<file path="src/rtl/fetch_pkg.sv">
// rtl/fetch_pkg.sv - shared constants and FSM encoding for the instruction fetch slice
package fetch_pkg;

   localparam int INST_W = 32;
   localparam int PC_INC = 4;

   typedef enum logic [1:0] {
      S_START = 2'd0,
      S_RUN   = 2'd1,
      S_HALT  = 2'd2
   } fetch_state_e;

endpackage

</file>
<file path="src/rtl/inst_rom.sv">
// rtl/inst_rom.sv - synchronous single-port read-only instruction memory, DEPTH x XLEN
// Contents come from the elaboration-time image; there is no write path.
module inst_rom
   import fetch_pkg::*;
#(
   parameter int                    XLEN       = INST_W,
   parameter int                    DEPTH      = 64,
   parameter                        INIT_FILE  = "inst.hex",
   parameter logic [DEPTH*XLEN-1:0] INIT_IMAGE = '0,
   localparam int                   AW         = $clog2(DEPTH)
) (
   input  logic            clk,
   input  logic            en,
   input  logic [AW-1:0]   addr,
   output logic [XLEN-1:0] rdata
);

   logic [XLEN-1:0] rdata_d;
   logic [XLEN-1:0] rdata_q;

   // Holding the read register while disabled keeps the word stable across stalls.
   always_comb begin
      rdata_d = rdata_q;
      if (en) begin
         rdata_d = INIT_IMAGE[int'(addr)*XLEN +: XLEN];
      end
   end

   always_ff @(posedge clk) begin
      rdata_q <= rdata_d;
   end

   assign rdata = rdata_q;

endmodule

</file>
<file path="src/rtl/inst_fetch_unit.sv">
// rtl/inst_fetch_unit.sv - PC sequencer with stall, redirect and sticky fault over inst_rom
// fetch_pc_q is the next PC to issue; inst_pc/inst_code belong to the word issued last.
module inst_fetch_unit
   import fetch_pkg::*;
#(
   parameter int                    XLEN       = INST_W,
   parameter int                    DEPTH      = 64,
   parameter logic [XLEN-1:0]       RESET_PC   = '0,
   parameter                        INIT_FILE  = "inst.hex",
   parameter logic [DEPTH*XLEN-1:0] INIT_IMAGE = '0
) (
   input  logic            clk,
   input  logic            rst,
   input  logic            stall,
   input  logic            redirect_valid,
   input  logic [XLEN-1:0] redirect_pc,
   output logic            inst_valid,
   output logic [XLEN-1:0] inst_code,
   output logic [XLEN-1:0] inst_pc,
   output logic            fault
);

   localparam int AW = $clog2(DEPTH);

   fetch_state_e    state_q,      state_d;
   logic [XLEN-1:0] fetch_pc_q,   fetch_pc_d;
   logic [XLEN-1:0] inst_pc_q,    inst_pc_d;
   logic            inst_valid_q, inst_valid_d;
   logic            fault_q,      fault_d;
   logic            rom_en;
   logic            fetch_oob;
   logic            redirect_bad;

   assign fetch_oob    = (fetch_pc_q >> (AW + 2)) != '0;
   assign redirect_bad = (redirect_pc[1:0] != 2'b00) || ((redirect_pc >> (AW + 2)) != '0);

   always_comb begin
      state_d      = state_q;
      fetch_pc_d   = fetch_pc_q;
      inst_pc_d    = inst_pc_q;
      inst_valid_d = inst_valid_q;
      fault_d      = fault_q;
      rom_en       = 1'b0;
      unique case (state_q)
         S_START, S_RUN: begin
            if (state_q == S_RUN && redirect_valid) begin
               // Squash the in-flight word; the target is issued next cycle.
               inst_valid_d = 1'b0;
               if (redirect_bad) begin
                  state_d = S_HALT;
                  fault_d = 1'b1;
               end else begin
                  fetch_pc_d = redirect_pc;
               end
            end else if (state_q == S_START || !stall || !inst_valid_q) begin
               if (fetch_oob) begin
                  state_d      = S_HALT;
                  fault_d      = 1'b1;
                  inst_valid_d = 1'b0;
               end else begin
                  rom_en       = 1'b1;
                  state_d      = S_RUN;
                  inst_pc_d    = fetch_pc_q;
                  inst_valid_d = 1'b1;
                  fetch_pc_d   = fetch_pc_q + XLEN'(PC_INC);
               end
            end
         end
         default: begin
            state_d      = S_HALT;
            inst_valid_d = 1'b0;
         end
      endcase
   end

   always_ff @(posedge clk) begin
      if (rst) begin
         state_q      <= S_START;
         fetch_pc_q   <= RESET_PC;
         inst_pc_q    <= RESET_PC;
         inst_valid_q <= 1'b0;
         fault_q      <= 1'b0;
      end else begin
         state_q      <= state_d;
         fetch_pc_q   <= fetch_pc_d;
         inst_pc_q    <= inst_pc_d;
         inst_valid_q <= inst_valid_d;
         fault_q      <= fault_d;
      end
   end

   inst_rom #(
      .XLEN      (XLEN),
      .DEPTH     (DEPTH),
      .INIT_FILE (INIT_FILE),
      .INIT_IMAGE(INIT_IMAGE)
   ) u_rom (
      .clk  (clk),
      .en   (rom_en),
      .addr (fetch_pc_q[2 +: AW]),
      .rdata(inst_code)
   );

   assign inst_valid = inst_valid_q;
   assign inst_pc    = inst_pc_q;
   assign fault      = fault_q;

endmodule

</file>
<file path="config.mk">
export PLATFORM = sky130hd
export DESIGN_NAME = inst_fetch_unit
export DESIGN_NICKNAME = d
export VERILOG_FILES = /design/src/rtl/fetch_pkg.sv /design/src/rtl/inst_rom.sv /design/src/rtl/inst_fetch_unit.sv
export SDC_FILE = /design/constraint.sdc
export NUM_CORES = 1
export LEC_CHECK = 0
export ABC_AREA = 0
export CORE_MARGIN = 2
export CORE_UTILIZATION = 39
export CTS_CLUSTER_DIAMETER = 40
export DETAILED_ROUTE_END_ITERATION = 6
export HOLD_SLACK_MARGIN = 0.03
export PLACE_DENSITY = 0.72
export SYNTH_ARGS = -nofsm -noshare
export SYNTH_HDL_FRONTEND = slang
export SYNTH_SLANG_ARGS = --single-unit
</file>
<file path="constraint.sdc">
create_clock -name clk -period 1.8 [get_ports clk]
set_clock_uncertainty 0.2 [all_clocks]
set_input_delay 0.36 -clock clk [delete_from_list [all_inputs] [get_ports clk]]
set_output_delay 0.36 -clock clk [all_outputs]
set_load 0.01 [all_outputs]
</file>
==> results.toml <==
[sta]
slew_headroom = 0.632
whs_ns = 0.263
fin_crit_sh = 1.16
max_clock_freq_mhz = 478
fin_ws_ns = -0.292
hold_viol_final = 0
period_needed_ns = 2.09
drv_slew = 0
worstMarginPinSlew_ns = 0.550
rsz0062_at_grt = "true"
setup_viol = 53

[hold_path]
hold_end = "fetch_pc_q[17]"
holdCritStartpoint = "fetch_pc_q[17]"
hold_class = "flop to flop"
whs_path_depth = 1

[worst_setup_path]
path_cells = "nor4_4 -> nand4_1 -> o32ai_4 -> buf_6 -> a21oi_4 -> a32o_1"
worstPathArrival_ns = 2.12
crit_type = "flop to flop"
r2r_cells = 6
ff2ff_setup_slack_ns = -0.29
crit_family = "compound AO/OA/AOI/OAI gates"
cp-start-kind = "flop"
worst_path_max_delay_cell = "o32ai_4"
cp_max_fo = 7
max_stage_delay_ns = 0.37
cp-end-kind = "flop"
r2r_end = "fetch_pc_q[2]"
required_ns = 1.83
rr_startpoint = "fetch_pc_q[26]"
crit_buf_inv = 1

[grt]
grt_pass1_wl_um = 9620
grt_antenna_before_repair = 0
grt_pass1_vias = 2037
grt_max_degree = 19
grt_overflow = 0
grt.total_usage = 0.163

[cts]
clock_latency_ns = 0.33
cts.htree.levels = 3
clock_sinks = 68
clock_path_buffers = 2
cts_root_buf = "clkbuf_8"
numCtsBuffers = 9
cts_tree = "built"
cts.clk_slew.worst_paths_ns = 0.07

[pwr]
vdd_drop_max_uv = 417
power_density_nw_per_um2 = 989
p_leak_nw = 1.96

[cells_and_area]
area_growth_pct = 53.5
layout.nets = 399
n_antenna_cell = 0
layout-drive-gt1-share = 0.251

[synth]
synth_top_cell_by_area = "dfxtp_1"
synth_area_per_cell_um2 = 10.1
synth_area_leaders = "dfxtp_1 51%, buf_4 9.4%, and2_1 6.2%"
synth_most_common_cell = "dfxtp_1"
syn_inst = 261
ys_ff_latch = 68
synth.yosys.seq_area_share = 0.515
synth-edff-count = 0
synth_common_cells = "68 x dfxtp_1, 33 x buf_4, 26 x and2_1"
ys.warnings.count = 0
synth_cell_types = 40
ys.flop_type = "dfxtp_1"
synth_area_um2 = 2640
yosysTopAreaCellShare = 0.515
ys_async_sr_fraction = 0

[route]
highest_layer = "met4"
detail_route.wl_per_cell_um = 14.6
post-route-drc-count = 0
vias_per_cell = 4.88
wirelength_met1_um = 2710
drt_iter0_drc = 90
drt_wl_total_um = 6540
met3_length_um = 303
dr_wl_met2_um = 3440
firstDrtPassIters = 4
postRouteAntennaNets = 0
num_vias = 2180

[placed_design]
gp_congestion = 0.845
post-dp-hpwl_um = 4070
pre_cts_ws_ns = -0.552
port_buffers = 69

[status]
violations = "negative setup slack"
outcome = "finished with violations"

[die]
dieHeight_um = 86.3
die_w_um = 86.3
rows = 30
num_io_pins = 102
die_area_um2 = 7450
core_um2 = 6680
start_util = 0.396

[flow_run]
maxCapViolCount = 0
## state kept, by name, indices dropped and copies added, names as in the netlist
signal,count
fault,1
fetch_pc_q,32
inst_pc,32
inst_valid,1
state_q,2
## layout make-up
class,instances,area [µm²]
tap,80,100
clock buffer,12,145
clock inverter,4,72.6
fill,539,2620
multi-input combinational,177,1300
inverter,2,7.51
sequential,68,1370
timing repair buffer,104,1070
## metal layers
| layer | global-route usage | vias to the layer above |
|---|---|---|
| li1 | - | 1054 |
| met1 | 0.202 | 1037 |
| met2 | 0.276 | 76 |
| met3 | 0.0381 | 13 |
| met4 | 0.0625 | 0 |
| met5 | 0 | - |
## worst register-to-register path, stage by stage, from the launching register on
cell	delay (ns)
dfxtp_2	0.34
nor4_4	0.29
nand4_1	0.28
o32ai_4	0.37
buf_6	0.17
a21oi_4	0.10
a32o_1	0.24
## repair_timing
action / CTS / global route
pin swaps: 22 / 21
hold buffers: 0 / 0
resized for setup: 28 / 55
setup buffers: 3 / 4
cloned: 2 / 2
setup endpoints to repair: 69 / 76
## kinds of logic after synthesis
| kind of cell | Yosys count | synth area share |
|---|---|---|
| and+or+nand+nor | 103 | 0.236 |
| DFF | 68 | 0.515 |
| buffers and inverters | 48 | 0.124 |
| AOI/OAI and AO/OA | 31 | 0.0847 |
| muxes | 9 | 0.0341 |
| adders and majority gates | 1 | 0.00473 |
| other | 1 | 0.00142 |
## layout by cell type, fill, tap and decap left out, types with 6 or more instances in the layout
cell type / n
dfxtp_1: 64
clkdlybuf4s50_1: 46
conb_1: 32
buf_4: 26
and2_1: 21
dlymetal6s2s_1: 17
and3_1: 14
nor2_1: 12
and3_4: 10
clkbuf_8: 10
mux2i_1: 9
nand2_1: 7
dlygate4sd2_1: 6
## how the worst max path moves through the flow
stage,slack (ns),start,depth (start not counted),end
after global placement,-0.54,redirect_valid,7,inst_pc[1]
after detailed placement,-0.55,redirect_pc[16],8,fetch_pc_q[6]
after floorplan,-0.04,fetch_pc_q[21],7,inst_pc[2]
final,-0.29,fetch_pc_q[26],6,fetch_pc_q[2]
after global routing,-0.39,fetch_pc_q[26],6,fetch_pc_q[6]
after CTS,-0.20,fetch_pc_q[23],6,inst_pc[6]
## through the flow
step | TNS, ns | power [mW] | cell area [µm²] | utilization | std cells
after global routing | -17.09 | 4.18 | 4060 | 0.607 | 447
after detailed placement | -32.26 | 2.41 | 3420 | 0.512 | 420
after global placement | -31.23 | 2.39 | 3420 | 0.512 | 420
final | -12.74 | 4.01 | 4060 | 0.607 | 447
after floorplan | -0.924 | 2.17 | 2770 | - | 292
after CTS | -7.61 | 3.84 | 3740 | 0.560 | 441
## report_power, final
part / internal (mW) / total [mW] / switching, mW
clock: 0.817 / 1.36 / 0.546
sequential: 1.59 / 1.67 / 0.0817
combinational: 0.531 / 0.983 / 0.452
total: 2.93 / 4.01 / 1.08
(Power assumes the default switching activity.)
